File: src/rtl/hazard_unit.sv
// Pipeline hazard control for the 5-stage core: execute-operand forwarding, load-use stalls,
// branch flush sequencing and memory-wait freeze. Define HAZARD_PERF_EN to add performance counters.
module hazard_unit #(
    parameter int XLEN         = 32,
    parameter int REG_AW       = 5,
    parameter int FLUSH_CYCLES = 2,
    parameter int MEM_TIMEOUT  = 255
) (
    input  logic              clk,
    input  logic              rst,
    input  logic [REG_AW-1:0] de_rs1,
    input  logic [REG_AW-1:0] de_rs2,
    input  logic [REG_AW-1:0] ex_rd,
    input  logic              ex_reg_write,
    input  logic              ex_mem_read,
    input  logic [REG_AW-1:0] mem_rd,
    input  logic              mem_reg_write,
    input  logic [XLEN-1:0]   mem_result,
    input  logic [REG_AW-1:0] wb_rd,
    input  logic              wb_reg_write,
    input  logic [XLEN-1:0]   wb_value,
    input  logic [XLEN-1:0]   rb_value1,
    input  logic [XLEN-1:0]   rb_value2,
    input  logic [REG_AW-1:0] ex_rs1,
    input  logic [REG_AW-1:0] ex_rs2,
    input  logic              branch_taken,
    input  logic              mem_req,
    input  logic              mem_done,
    output logic [XLEN-1:0]   fwd_a,
    output logic [XLEN-1:0]   fwd_b,
    output logic              stall_if,
    output logic              stall_de,
    output logic              bubble_ex,
    output logic              stall_all,
    output logic              flush_if,
    output logic              flush_de,
    output logic              mem_timeout,
    output logic [1:0]        fsm_state
`ifdef HAZARD_PERF_EN
    ,
    output logic [XLEN-1:0]   perf_luh_cnt,
    output logic [XLEN-1:0]   perf_flush_cnt,
    output logic [XLEN-1:0]   perf_memwait_cnt
`endif
);

    typedef enum logic [1:0] {
        RUN      = 2'd0,
        FLUSH    = 2'd1,
        MEM_WAIT = 2'd2
    } state_t;

    state_t      state;
    logic [15:0] cnt;
    logic        luh;
    logic        mem_busy;

    // Memory stage wins over writeback because it holds the younger result.
    always_comb begin
        fwd_a = rb_value1;
        if (mem_reg_write && mem_rd == ex_rs1 && mem_rd != '0)
            fwd_a = mem_result;
        else if (wb_reg_write && wb_rd == ex_rs1 && wb_rd != '0)
            fwd_a = wb_value;
        fwd_b = rb_value2;
        if (mem_reg_write && mem_rd == ex_rs2 && mem_rd != '0)
            fwd_b = mem_result;
        else if (wb_reg_write && wb_rd == ex_rs2 && wb_rd != '0)
            fwd_b = wb_value;
    end

    assign luh = ex_mem_read && ex_reg_write && ex_rd != '0 &&
                 (ex_rd == de_rs1 || ex_rd == de_rs2);
    assign mem_busy  = mem_req && !mem_done;
    assign fsm_state = state;

    always_comb begin
        stall_if  = 1'b0;
        stall_de  = 1'b0;
        bubble_ex = 1'b0;
        stall_all = 1'b0;
        flush_if  = 1'b0;
        flush_de  = 1'b0;
        if (!rst) begin
            case (state)
                RUN: begin
                    if (mem_busy) begin
                        stall_all = 1'b1;
                    end else if (branch_taken) begin
                        flush_if = 1'b1;
                        flush_de = 1'b1;
                    end else if (luh) begin
                        stall_if  = 1'b1;
                        stall_de  = 1'b1;
                        bubble_ex = 1'b1;
                    end
                end
                FLUSH: begin
                    if (mem_busy) begin
                        stall_all = 1'b1;
                    end else begin
                        flush_if = 1'b1;
                        flush_de = 1'b1;
                    end
                end
                MEM_WAIT: stall_all = mem_busy && (cnt < 16'(MEM_TIMEOUT));
                default: ;
            endcase
        end
    end

    always_ff @(posedge clk) begin
        if (rst) begin
            state       <= RUN;
            cnt         <= '0;
            mem_timeout <= 1'b0;
        end else begin
            case (state)
                RUN: begin
                    if (mem_busy) begin
                        state <= MEM_WAIT;
                        cnt   <= 16'd1;
                    end else if (branch_taken && FLUSH_CYCLES > 1) begin
                        state <= FLUSH;
                        cnt   <= 16'd1;
                    end
                end
                FLUSH: begin
                    if (mem_busy) begin
                        state <= MEM_WAIT;
                        cnt   <= 16'd1;
                    end else if (branch_taken) begin
                        cnt <= 16'd1;
                    end else if (cnt >= 16'(FLUSH_CYCLES - 1)) begin
                        state <= RUN;
                        cnt   <= '0;
                    end else begin
                        cnt <= cnt + 16'd1;
                    end
                end
                MEM_WAIT: begin
                    if (!mem_busy) begin
                        state <= RUN;
                        cnt   <= '0;
                    end else if (cnt >= 16'(MEM_TIMEOUT)) begin
                        mem_timeout <= 1'b1;
                        state       <= RUN;
                        cnt         <= '0;
                    end else begin
                        cnt <= cnt + 16'd1;
                    end
                end
                default: begin
                    state <= RUN;
                    cnt   <= '0;
                end
            endcase
        end
    end

`ifdef HAZARD_PERF_EN
    // Saturating event counters.
    always_ff @(posedge clk) begin
        if (rst) begin
            perf_luh_cnt     <= '0;
            perf_flush_cnt   <= '0;
            perf_memwait_cnt <= '0;
        end else begin
            if (bubble_ex && !(&perf_luh_cnt))
                perf_luh_cnt <= perf_luh_cnt + 1'b1;
            if (flush_if && !(&perf_flush_cnt))
                perf_flush_cnt <= perf_flush_cnt + 1'b1;
            if (stall_all && !(&perf_memwait_cnt))
                perf_memwait_cnt <= perf_memwait_cnt + 1'b1;
        end
    end
`endif

endmodule

File: config.mk
export PLATFORM = sky130hd
export DESIGN_NAME = hazard_unit
export DESIGN_NICKNAME = d
export VERILOG_FILES = /design/src/rtl/hazard_unit.sv
export SDC_FILE = /design/constraint.sdc
export NUM_CORES = 1
export LEC_CHECK = 0
export CAP_MARGIN = 20
export CORE_AREA = 2 2 96 98
export CTS_CLUSTER_SIZE = 14
export DETAILED_ROUTE_END_ITERATION = 8
export DIE_AREA = 0 0 98 100
export PLACE_DENSITY = 0.8
export SKIP_CTS_REPAIR_TIMING = 1
export SLEW_MARGIN = 10
export SYNTH_ARGS = -nofsm -noshare
export SYNTH_HDL_FRONTEND = slang
export SYNTH_SLANG_ARGS = --single-unit
File: constraint.sdc
create_clock -name clk -period 5.3 [get_ports clk]
set_input_delay 1.59 -clock clk [delete_from_list [all_inputs] [get_ports clk]]
set_output_delay 1.59 -clock clk [all_outputs]
set_load 0.02 [all_outputs]
# Yosys cells after proc, flatten, opt, wreduce, memory -nomap -nowiden
# Cells that the tools add are included.
[totals]
register_bits = 19
latch_bits = 0
ram_bits = 0
rom_bits = 0
in_bits = 172
output_inout_bits = 73
word_cells = 74
memories = 0
[op_classes]
add_sub_neg = 1
mul = 0
div = 0
order_cmp = 3
eq_ne = 12
shift = 0
n_mux = 33
n_bitwise = 0
n_reduce_logical = 22
[op_table]
columns = ["operator", "n"]
rows = [
  ["$mux W32", 4],
  ["$mux W16", 7],
  ["$pmux W16 S3", 1],
  ["$eq A5 B5 Y1", 6],
  ["$add A16 B1 Y16 const B", 1],
  ["$ge A16 B1 Y1 const B", 1],
  ["$ge A16 B8 Y1 const B", 1],
  ["$lt A16 B8 Y1 const B", 1],
  ["$reduce_bool A5 Y1", 3],
  ["$mux W2", 7],
  ["$logic_and A1 B1 Y1", 13],
  ["$ne A3 B3 Y1 const B", 4],
  ["$mux W1", 11],
  ["$pmux W2 S3", 1],
  ["$pmux W1 S2", 2],
  ["$reduce_and A4 Y1", 1],
  ["$reduce_and A3 Y1", 1],
  ["$eq A2 B1 Y1 const B", 1],
  ["$eq A2 B2 Y1 const B", 1],
  ["$logic_not A2 Y1", 1],
  ["$reduce_or A2 Y1", 1],
  ["$logic_not A1 Y1", 1],
  ["$logic_or A1 B1 Y1", 1],
]

# Logic depth before layout (Yosys ltp)
[depth]
depth_word = 8
ltp_mapped = 8
ltp_nobuf = 7

# Worst setup path before layout
# No wires, ideal clock.
[synth_timing]
kind = "input -> output"
from = "in ex_rd[4]"
to = "out stall_de"
arrival_time_ps = 3167
required_ps = 3710
path_slack_ps = 543
path_stages = 6
path_buffers = 1
path_cell_list = "xnor2_1 -> nand3_1 -> nor3_1 -> a31oi_1 -> nor4_1 -> buf_4"
[synth_between]
elab_chain_len = 8
elab_cells_between_ends = 11
cone_classes = "eq/ne (2); mux (5); reduce/logical (4)"
[synth_rtl]
columns = ["item", "line_no", "source"]
rows = [
  ["start, declared", "13", "input logic [REG_AW-1:0] ex_rd,"],
  ["$eq A5 B5 Y1 / $reduce_bool A5 Y1 (equally long branches)", "73, 72", ""],
  ["$logic_or A1 B1 Y1 / $logic_and A1 B1 Y1 (equally long branches)", "73, 72", ""],
  ["$logic_and A1 B1 Y1 *", "72", "assign luh = ex_mem_read && ex_reg_write && ex_rd != '0 &&"],
  ["$mux W1 * (5 in series)", "n/a", ""],
  ["end, declared", "32", "output logic stall_de,"],
]
# Every way passes the cells marked *; elsewhere a longest branch is shown, timed or not.

# Worst setup path after layout
[layout_timing]
from = "in wb_rd[3]"
to = "out fwd_b[9]"
[layout_between]
elab_chain_len = 5
elab_cells_between_ends = 6
cone_classes = "eq/ne (1); mux (2); reduce/logical (3)"
[layout_rtl]
columns = ["item", "line_no", "source"]
rows = [
  ["start, declared", "19", "input logic [REG_AW-1:0] wb_rd,"],
  ["$eq A5 B5 Y1", "68", "else if (wb_reg_write && wb_rd == ex_rs2 && wb_rd != '0)"],
  ["$logic_and A1 B1 Y1", "68", ""],
  ["$logic_and A1 B1 Y1 *", "68", ""],
  ["$mux W32 *", "68", ""],
  ["$mux W32 *", "66", "if (mem_reg_write && mem_rd == ex_rs2 && mem_rd != '0)"],
  ["end, declared", "30", "output logic [XLEN-1:0] fwd_b,"],
]
# Marked as above.

==> impl_metrics.env <==
export IMPL_core_mm2=0.00889
export IMPL_async_flop_share=0
export IMPL_wl_um=13400
export IMPL_final_antenna_net_count=0
export IMPL_worstReg2RegEnd="cnt[7]$_SDFFE_PP0N_"
export IMPL_finalHoldViolCount=0
export IMPL_worstPathArrival_ns=3.70
export IMPL_route_detailed_drc=0
export IMPL_cts_tree="built"
export IMPL_area_delta_synth_final_pct=107
export IMPL_fin_crit_ns=5.29
export IMPL_via_per_inst=5.15
export IMPL_slew_violations=0
export IMPL_wl_per_cell_um=17.8
export IMPL_leakage_nw=2.44
export IMPL_grt_pass1_wl_um=20000
export IMPL_netlist_area_mm2=0.00279
export IMPL_start_kind="primary input"
export IMPL_reg2reg_from="cnt[1]$_SDFFE_PP0N_"
export IMPL_gp_congestion=1.02
export IMPL_crit_chain="clkdlybuf4s50_1, or4_4, o21ai_4, nor3_4, buf_12, buf_12, mux2i_1, o21ai_1, dlymetal6s2s_1"
export IMPL_cp_max_fo=15
export IMPL_die_area_mm2=0.00980
export IMPL_overflow=0
export IMPL_initial_utilization=0.314
export IMPL_regToRegSetupSlack_ns=3.25
export IMPL_ys_ff_latch=19
export IMPL_min_path_type="reg -> reg"
export IMPL_grt_use_total=0.254
export IMPL_grt_pass1_vias=3879
export IMPL_synth_largest_area_cell="mux2i_1"
export IMPL_yosysSeqAreaShare=0.136
export IMPL_hp_start="mem_timeout$_SDFFE_PP0P_"
export IMPL_crit_path_end="fwd_b[9]"
export IMPL_hpwl_um=11000
export IMPL_synth_top_area_frac=0.229
export IMPL_clock_sinks=19
export IMPL_clockBufferDepth=2
export IMPL_critPathKind="in -> out"
export IMPL_die_h_um=100
export IMPL_vias=3876
export IMPL_synth_edff_count=0
export IMPL_timing_hold_ws_ns=0.503
export IMPL_cp_end_kind="output pin"
export IMPL_reg2regPathDepth=7
export IMPL_synth_nets=554
export IMPL_dieWidth_um=98
export IMPL_cp_startpoint="wb_rd[3]"
export IMPL_yosysWarnings=0
export IMPL_ir_worst_vdd_mv=0.0897
export IMPL_cts_root_buffer="clkbuf_8"
export IMPL_synth_most_common_cell="nand2_1"
export IMPL_synth_area_leaders="mux2i_1 23%, dfxtp_1 14%, o21ai_1 11%"
export IMPL_clk_latency_ns=0.26
export IMPL_first_iter_violations=141
export IMPL_synthTopCellsByCount="72 x nand2_1, 64 x mux2i_1, 64 x o21ai_1"
export IMPL_outcome="completed"
export IMPL_power_density_mw_per_mm2=110
export IMPL_num_nets_final=817
export IMPL_drive_gt1_frac=0.105
export IMPL_grt_start_max_net_pins=36
export IMPL_cap_violations=0
export IMPL_io_pins=245
export IMPL_antenna_found_initial=1
export IMPL_avgSynthCellArea_um2=7.37
export IMPL_io_buffers=244
export IMPL_skew_ns=0.00346
export IMPL_total_power_mw=0.636
export IMPL_setup_viol_count_final=0
export IMPL_min_period_over_period=0.998
export IMPL_synthCells=379
export IMPL_cts_htree_levels=1
export IMPL_fmax_ghz=0.189
export IMPL_tightest_slew_ns=0.624
export IMPL_relSlewSlack=0.581
export IMPL_drt_first_pass_iters=4
export IMPL_clkSlewWorstSetupHoldPaths_ns=0.07
export IMPL_ys_types=43
export IMPL_cpMostUsedCell="buf_12"
export IMPL_slowest_delay_ns=0.51
export IMPL_cp_required_ns=3.71
export IMPL_slowest_stage="or4_4"
export IMPL_ys_flop_type="dfxtp_1"
export IMPL_cts_buffers=3
export IMPL_rows=35
[cell usage in the layout, fill, tap and decap left out, types with 2 or more instances in the layout]
| master | instances |
|---|---|
| clkdlybuf4s50_1 | 174 |
| nand2_1 | 72 |
| mux2i_1 | 64 |
| o21ai_1 | 64 |
| dlymetal6s2s_1 | 57 |
| buf_4 | 27 |
| xnor2_1 | 21 |
| xor2_1 | 21 |
| nor2_1 | 20 |
| dfxtp_1 | 19 |
| nand3_1 | 11 |
| buf_12 | 10 |
| clkbuf_2 | 9 |
| nand4_1 | 7 |
| inv_1 | 5 |
| nor4_1 | 4 |
| nor3_1 | 4 |
| a21oi_1 | 3 |
| ha_1 | 3 |
| clkbuf_8 | 3 |
| or4_4 | 2 |
| o21ai_4 | 2 |
| nor4_4 | 2 |
| nor3_4 | 2 |
| nor4_2 | 2 |
| a31oi_1 | 2 |
| or4_1 | 2 |
| o211ai_1 | 2 |
| or3_1 | 2 |
| nand3b_1 | 2 |
| and3_1 | 2 |
| a21o_1 | 2 |
| nor3b_1 | 2 |
| buf_6 | 2 |
[report_power, final]
part	switching, mW	internal, mW
Sequential	0.00355	0.144
Clock	0.0519	0.0524
Combinational	0.162	0.221
Total	0.218	0.418
[routing by layer]
metal | up-vias | wire length (um) | track usage
met5 | - | 0 | 0
met4 | 0 | 579 | 0.114
met3 | 36 | 1000 | 0.0536
met2 | 203 | 6810 | 0.470
met1 | 1758 | 5020 | 0.279
li1 | 1879 | - | -
[through the flow]
| stage | setup WS, ns | cells | utilization | TNS (ns) | area [um^2] |
|---|---|---|---|---|---|
| 2_1_floorplan | 0.543 | 379 | - | 0 | 2790 |
| 3_3_place_gp | -0.325 | 740 | 0.622 | -16.16 | 5530 |
| 3_5_place_dp | -0.375 | 740 | 0.622 | -18.92 | 5530 |
| 4_1_cts | -0.393 | 744 | 0.627 | -19.23 | 5580 |
| 5_1_grt | -0.0479 | 753 | 0.651 | -0.0785 | 5790 |
| 6_report | 0.0118 | 753 | 0.651 | 0 | 5790 |
[state kept, by name (all words and copies together), names as in the netlist]
register	flops
fsm_state	2
mem_timeout	1
cnt	16
[area by class of cell]
type	count	area, um^2
Antenna cell	1	2.50
Inverter	5	18.8
Sequential cell	19	380
Timing Repair Buffer	282	2960
Clock inverter	1	5.00
Multi-Input combinational cell	331	2240
Fill cell	728	3100
Clock buffer	3	41.3
Tap cell	111	139
[logic make-up after synthesis]
family	share of synthesized area
compound gates	0.166
xor+xnor	0.132
fa+ha+maj	0.0134
buf+inv	0.0659
flops	0.136
mux	0.229
simple gates	0.258
[worst max-delay path, delay by kind of cell]
family / cells / cell delay, ns
compound gates: 2 / 0.41
buf+inv: 4 / 0.98
mux: 1 / 0.13
simple gates: 2 / 0.57
[worst min-delay path by stage]
stage / endpoint / depth (start not counted)
final: mem_timeout$_SDFFE_PP0P_ / 2
after global routing: cnt[12]$_SDFFE_PP0N_ / 1
after CTS: mem_timeout$_SDFFE_PP0P_ / 2
after detailed placement: mem_timeout$_SDFFE_PP0P_ / 2
after global placement: mem_timeout$_SDFFE_PP0P_ / 2
after floorplan: cnt[12]$_SDFFE_PP0N_ / 1
Note: power is estimated with default switching activity, not from simulation.
